[src/rtl/if_id_queue_defines.sv]
// Shared core-wide defines: instruction/address widths, the canonical NOP word and On/Off levels.
// Guarded so every file may include it regardless of compile order.
`ifndef IF_ID_QUEUE_DEFINES_SV
`define IF_ID_QUEUE_DEFINES_SV

`define INST_WIDTH     32
`define SYS_ADDR_SPACE 32
`define INST_NOP       32'h00000013
`define On             1'b1
`define Off            1'b0

`endif

[src/rtl/if_id_queue_pkg.sv]
// Types shared by the IF/ID instruction queue: occupancy states and the stored entry.
`include "if_id_queue_defines.sv"

package if_id_queue_pkg;

    localparam int ENTRY_WIDTH = `INST_WIDTH + `SYS_ADDR_SPACE + 1;

    typedef enum logic [1:0] {
        ST_EMPTY   = 2'd0,
        ST_PARTIAL = 2'd1,
        ST_FULL    = 2'd2
    } ifq_state_e;

    typedef struct packed {
        logic [`INST_WIDTH-1:0]     inst;
        logic [`SYS_ADDR_SPACE-1:0] pc;
        logic                       anomaly;
    } ifq_entry_t;

    function automatic ifq_entry_t nop_entry();
        ifq_entry_t e;
        e.inst    = `INST_NOP;
        e.pc      = '0;
        e.anomaly = `Off;
        return e;
    endfunction

endpackage

[src/rtl/if_id_queue_mem.sv]
// ifq_mem: DEPTH-entry register array, one write port, one asynchronous read port.
// Synchronous clear to NOP entries on rst_i.
`include "if_id_queue_defines.sv"

module ifq_mem
    import if_id_queue_pkg::*;
#(
    parameter int DEPTH = 2,
    parameter int AW    = 1
) (
    input  logic          clk_i,
    input  logic          rst_i,
    input  logic          we_i,
    input  logic [AW-1:0] waddr_i,
    input  ifq_entry_t    wdata_i,
    input  logic [AW-1:0] raddr_i,
    output ifq_entry_t    rdata_o
);

    ifq_entry_t mem_q [DEPTH];

    always_ff @(posedge clk_i) begin
        if (rst_i) begin
            for (int i = 0; i < DEPTH; i++) begin
                mem_q[i] <= nop_entry();
            end
        end else if (we_i) begin
            mem_q[waddr_i] <= wdata_i;
        end
    end

    assign rdata_o = mem_q[raddr_i];

endmodule

[src/rtl/if_id_queue.sv]
// IF/ID instruction queue: circular buffer between fetch and decode with flush and stall.
// Optional macro IFQ_BYPASS_EN lets an empty queue forward the incoming word in the same cycle.
//
// state      | meaning
// ST_EMPTY   | count == 0, outputs idle (NOP)
// ST_PARTIAL | 0 < count < DEPTH
// ST_FULL    | count == DEPTH, fetch must hold its PC
`include "if_id_queue_defines.sv"

module if_id_queue
    import if_id_queue_pkg::*;
#(
    parameter int DEPTH = 2
) (
    input  logic                       clk_i,
    input  logic                       rst_i,
    input  logic                       valid_i,
    input  logic [`INST_WIDTH-1:0]     inst_i,
    input  logic [`SYS_ADDR_SPACE-1:0] pc_i,
    input  logic                       anomaly_i,
    input  logic                       flush_i,
    input  logic                       stall_i,
    output logic                       full_o,
    output logic                       valid_o,
    output logic [`INST_WIDTH-1:0]     inst_o,
    output logic [`SYS_ADDR_SPACE-1:0] pc_o,
    output logic                       anomaly_o
);

    localparam int AW = (DEPTH > 1) ? $clog2(DEPTH) : 1;

    typedef logic [AW-1:0] ptr_t;
    typedef logic [AW:0]   cnt_t;

    localparam ptr_t PTR_ONE  = ptr_t'(1);
    localparam cnt_t CNT_ONE  = cnt_t'(1);
    localparam cnt_t CNT_FULL = cnt_t'(DEPTH);

    ifq_state_e state_q, state_d;
    cnt_t       count_q, count_d;
    ptr_t       wr_ptr_q, wr_ptr_d;
    ptr_t       rd_ptr_q, rd_ptr_d;

    ifq_entry_t wr_entry, rd_entry;
    logic       stored_valid, bypass, push, pop;

    assign stored_valid = (count_q != '0);
    assign full_o       = (state_q == ST_FULL);

`ifdef IFQ_BYPASS_EN
    assign bypass = (state_q == ST_EMPTY) && valid_i && !flush_i;
`else
    assign bypass = 1'b0;
`endif

    // A bypassed word that decode takes immediately is never stored.
    assign push = valid_i && !full_o && !flush_i && !(bypass && !stall_i);
    assign pop  = stored_valid && !stall_i && !flush_i;

    assign wr_entry = '{inst: inst_i, pc: pc_i, anomaly: anomaly_i};

    ifq_mem #(
        .DEPTH (DEPTH),
        .AW    (AW)
    ) u_mem (
        .clk_i   (clk_i),
        .rst_i   (rst_i),
        .we_i    (push),
        .waddr_i (wr_ptr_q),
        .wdata_i (wr_entry),
        .raddr_i (rd_ptr_q),
        .rdata_o (rd_entry)
    );

    always_ff @(posedge clk_i) begin
        if (rst_i) begin
            state_q  <= ST_EMPTY;
            count_q  <= '0;
            wr_ptr_q <= '0;
            rd_ptr_q <= '0;
        end else begin
            state_q  <= state_d;
            count_q  <= count_d;
            wr_ptr_q <= wr_ptr_d;
            rd_ptr_q <= rd_ptr_d;
        end
    end

    always_comb begin
        count_d  = count_q;
        wr_ptr_d = wr_ptr_q;
        rd_ptr_d = rd_ptr_q;
        if (flush_i) begin
            count_d  = '0;
            wr_ptr_d = '0;
            rd_ptr_d = '0;
        end else begin
            if (push) wr_ptr_d = wr_ptr_q + PTR_ONE;
            if (pop)  rd_ptr_d = rd_ptr_q + PTR_ONE;
            case ({push, pop})
                2'b10:   count_d = count_q + CNT_ONE;
                2'b01:   count_d = count_q - CNT_ONE;
                default: count_d = count_q;
            endcase
        end

        if (count_d == '0)           state_d = ST_EMPTY;
        else if (count_d == CNT_FULL) state_d = ST_FULL;
        else                          state_d = ST_PARTIAL;
    end

    always_comb begin
        valid_o   = 1'b0;
        inst_o    = `INST_NOP;
        pc_o      = '0;
        anomaly_o = `Off;
        if (stored_valid) begin
            valid_o   = 1'b1;
            inst_o    = rd_entry.inst;
            pc_o      = rd_entry.pc;
            anomaly_o = rd_entry.anomaly;
        end else if (bypass) begin
            valid_o   = 1'b1;
            inst_o    = inst_i;
            pc_o      = pc_i;
            anomaly_o = anomaly_i;
        end
    end

endmodule

[config.mk]
export PLATFORM = sky130hd
export DESIGN_NAME = if_id_queue
export DESIGN_NICKNAME = d
export VERILOG_FILES = /design/src/rtl/if_id_queue_pkg.sv /design/src/rtl/if_id_queue_mem.sv /design/src/rtl/if_id_queue.sv
export VERILOG_INCLUDE_DIRS = /design/src /design/src/rtl
export SDC_FILE = /design/constraint.sdc
export NUM_CORES = 1
export LEC_CHECK = 0
export BUFFER_PORTS_ARGS = -buffer_cell sky130_fd_sc_hd__buf_4
export CORE_MARGIN = 1
export CORE_UTILIZATION = 30
export CTS_CLUSTER_SIZE = 10
export DETAILED_ROUTE_END_ITERATION = 10
export GPL_TIMING_DRIVEN = 0
export SETUP_SLACK_MARGIN = 0.05
export SLEW_MARGIN = 20
export SYNTH_ARGS = -nofsm -noshare
export SYNTH_HDL_FRONTEND = slang
export SYNTH_HIERARCHICAL = 1
export SYNTH_SLANG_ARGS = --single-unit
[constraint.sdc]
create_clock -name clk_i -period 6.34 [get_ports clk_i]
set_input_delay 1.268 -clock clk_i [delete_from_list [all_inputs] [get_ports clk_i]]
set_output_delay 1.268 -clock clk_i [all_outputs]
set_load 0.01 [all_outputs]
* After elaboration in Yosys (flattened, before gate mapping)
Memories as Yosys holds them, arrays and structs flattened. A register that Yosys moved wholly into a read port is not among the register bits.
Cells that the tools add are included.
** Storage, ports and cells
- Bits in registers :: 6
- Latch bits :: 0
- Memory bits (writable) :: 130
- Memory bits (read-only) :: 0
- Bits of input ports :: 70
- Output and inout port bits :: 67
- Logic and storage cells :: 42
- Memories :: 1
** Operators by class
- Add/sub/neg operators :: 4
- $mul :: 0
- Divide/modulo/power cells :: 0
- $lt $le $gt $ge :: 0
- Eq/ne operators :: 4
- Shift operators :: 0
- Muxes and demuxes :: 17
- Bitwise logic cells :: 0
- Reductions and logical operators :: 12
** Memories
- u_mem.mem_q :: depth 2, width 65, read ports 1, clocked after Yosys merged registers in 1, write ports 2, line if_id_queue_mem.sv:20 : ifq_entry_t mem_q [DEPTH];
** Operators by type and width (count)
- $mux W65 :: 1
- $reduce_or A65 Y1 :: 1
- $mux W32 :: 2
- $mux W1 :: 11
- $eq A2 B2 Y1 const B :: 3
- $logic_and A1 B1 Y1 :: 4
- $mux W2 :: 2
- $pmux W2 S2 :: 1
- $reduce_or A2 Y1 :: 2
- $logic_not A1 Y1 :: 3
- $add A1 B1 Y1 const B :: 2
- $add A2 B1 Y2 const B :: 1
- $eq A2 B1 Y1 const B :: 1
- $logic_not A2 Y1 :: 1
- $reduce_bool A2 Y1 :: 1
- $sub A2 B1 Y2 const B :: 1

* Depth between registers and ports, before layout
- Word-level depth :: 9
- Gate-level depth with buffers :: 7
- Gate-level depth less buffers :: 6

* Hierarchy
The synthesis kept the hierarchy.
** By module, submodules not included
- ifq_mem :: times used 1, cells an instance 358, area each 5642.9 µm²
- if_id_queue :: times used 1, cells an instance 105, area each 723.2 µm²

* Worst setup path after synthesis
OpenSTA, ideal clock, no wires.
- Kind :: input port to flip-flop
- Start point :: input valid_i
- End point :: memory u_mem/mem_q[0][0] (netlist bit) (enable)
- Setup time :: 422 ps
- Arrival time :: 3125 ps
- Path slack :: 2793 ps
- Cell stages on the path :: 4
- Path buffers :: 0
- Cells stage by stage :: inv_1 or3_1 inv_1 a21o_1
** RTL lines
- from (decl) :: line if_id_queue.sv:17 : input logic valid_i,
- to (decl) :: line if_id_queue_mem.sv:20

==> out/qor.csv <==
metric,value,unit
clock net sink count,136,
WS Path Type,reg2out,
Yosys cell types,30,
Post-CTS Hold Fix Bufs,0,
synthesized cell area,6370,um2
Slew headroom,0.620,
CTS Root Cell,clkbuf_16,
CP Launch Type,flop,
Setup Total Neg Slack,0,ns
Mean Syn Cell Area,13.7,um2
Setup Buffers After CTS,0,
initial antenna violation count,0,
# IOs,137,
ant diodes,0,
RSZ-0062 raised after global routing,false,
DRC viols,0,
worst-skew pair later-pin latency,0.41,ns
Pre-Repair DR Iteration Count,4,
Port Buffer Count,136,
Die Height,148,um
gpl congestion,0.696,
vias,4090,
Max H-tree Level,4,
die area,21800,um2
"area leader, netlist",edfxtp_1,
Post-DP HPWL,10.4,mm
MaxCap Viol Count,0,
starting density of the core,0.311,
Worst Path Required,5.07,ns
Worst Setup End Kind,output pin,
status,"complete, no violations",
initial DRC count,144,
CTS Buf Count,17,
gr usage total,0.145,
pin count of the biggest net entering global routing,36,
layout cells sized above 1,0.415,
P per Cell Area,270,nW/um2
first-pass GRT wire length,23.5,mm
Worst-path clk slew,0.05,ns
final setup vio count,0,
Synth top area share,0.613,
HP Class,reg2reg,
"non-filler cells, final",902,
Die X-Extent,148,um
DP Cell Count,871,
Via-to-Cell Ratio,4.53,
"Arr. time, crit path",1.97,ns
post-route ant nets,0,
Worst-Margin Slew,0.569,ns
fillers,1969,
clk buf depth,2,
largest cells by area after synthesis,"edfxtp_1 61%, and2_1 12%, mux2_2 11%, and3_1 6.1%, dfxtp_1 1.9%",
Yosys reg bits,136,
Core Rows,52,
skew final,0.00686,ns
synth-to-layout area growth,32.1,%
final hold violations,0,
Leak,3.64,nW
CP Max Fanout,10,
drt wl/cell,16.9,um
Core ar.,20500,um2
Tcrit/Tclk final,0.511,
cells after synthesis,463,
Synth Net Count,534,
Tmin final,3.24,ns
fmax,308,MHz
vias in the first global route,4330,
YS warnings,6,
post_cts resized,0,
remaining global-route overflow,0,
VDD IR-drop max,0.177,mV
post-synthesis sequential area ratio,0.632,
routed wire length,15.2,mm
max-slew violations,0,
CTS tree,built,
NumNets Final,691,
## cell usage in the layout (no fill, tap or decap), types with 3 or more instances in the layout
master,n
bufinv_16,5
dfxtp_1,6
buf_2,8
o21ai_0,3
inv_1,4
and3_1,62
clkbuf_16,17
buf_4,143
clkbuf_1,11
a21oi_1,3
nand3b_1,4
and2_1,124
nand2b_1,5
or3_1,4
clkinv_1,3
edfxtp_1,130
mux2_2,65
clkbuf_2,11
## cell usage after synthesis (all sizes together)
cell type and count:
or3 4, nor3b 1, and2 124, inv 4, nand2b 5, nand3b 4
edfxtp 130, nor2 3, or2b 1, xor2 1, nor2b 2, mux2 65
o21ai 3, a21o 2, a21oi 3, a31oi 1, or4b 1, xnor2 1
or2 1, clkbuf 21, dfxtp 6, buf 15, nand4b 1, nor3 1
and3 62, ha 1
## layer usage
metal,up-vias,wire [um],part of all wire,track usage
met5,-,0,0,0
met4,0,243,0.016,0.0500
met3,19,671,0.044,0.0336
met2,99,7470,0.49,0.243
met1,2006,6820,0.45,0.184
li1,1966,-,-,-
## logic make-up (layout without fill, tap and decap cells)
group	count (synthesis)	count (layout)	share of synthesized area
simple gates	210	210	0.209
flops	136	136	0.632
mux	65	65	0.115
buf+inv	40	209	0.0314
compound gates	9	9	0.00806
xor+xnor	2	2	0.00275
fa+ha+maj	1	1	0.00197
## cell type report
class | count | area, um2 | share of cell area
multi-input cells | 287 | 2160 | 0.256
inverters | 4 | 15.0 | 0.00178
well taps | 270 | 338 | 0.0402
clock buffers | 18 | 429 | 0.0510
plain buffers | 36 | 185 | 0.0220
clock inverters | 13 | 203 | 0.0241
flip-flops and latches | 136 | 4020 | 0.478
repair buffers | 138 | 1060 | 0.126
## power breakdown
| part | total (W) | switching (W) | internal (W) | leakage (nW) |
|---|---|---|---|---|
| sequential | 0.00104 | 0.0000115 | 0.00103 | 1.39 |
| clock | 0.00105 | 0.000359 | 0.000693 | 0.299 |
| combinational | 0.000172 | 0.0000861 | 0.0000862 | 1.94 |
## stage by stage
step | instance area [um2] | utilization | total power (W) | setup WS (ns) | hold slack [ns]
after floorplan | 6370 | - | 0.00115 | 2.79 | 0.464
after global routing | 8410 | 0.410 | 0.00235 | 2.93 | 0.540
final | 8410 | 0.410 | 0.00227 | 3.10 | 0.505
after CTS | 8410 | 0.410 | 0.00230 | 2.99 | 0.512
after global placement | 7720 | 0.377 | 0.00123 | 1.75 | 0.490
after detailed placement | 7780 | 0.380 | 0.00124 | 3.31 | 0.502
## sequential cells by signal, indices dropped and copies added, names as in the netlist
name and flops:
u_mem/mem_q 130, count_q 2, state_q 2, rd_ptr_q 1, wr_ptr_q 1
## final timing paths
kind | start | end | slack, ns | cells past startpoint
min | rd_ptr_q | rd_ptr_q | 0.50 | 2
max | rd_ptr_q | inst_o[4] | 3.10 | 5
min reg2reg | rd_ptr_q | rd_ptr_q | 0.50 | 2
max reg2reg | wr_ptr_q | u_mem/mem_q[1][26] | 4.21 | 3
## critical path, stage by stage (launching register included)
cell      delay, ns
dfxtp_1        0.36
buf_2          0.30
buf_4          0.26
mux2_2         0.36
nand2b_1       0.14
buf_4          0.15
No activity file was read; power rests on OpenSTA's default activity.
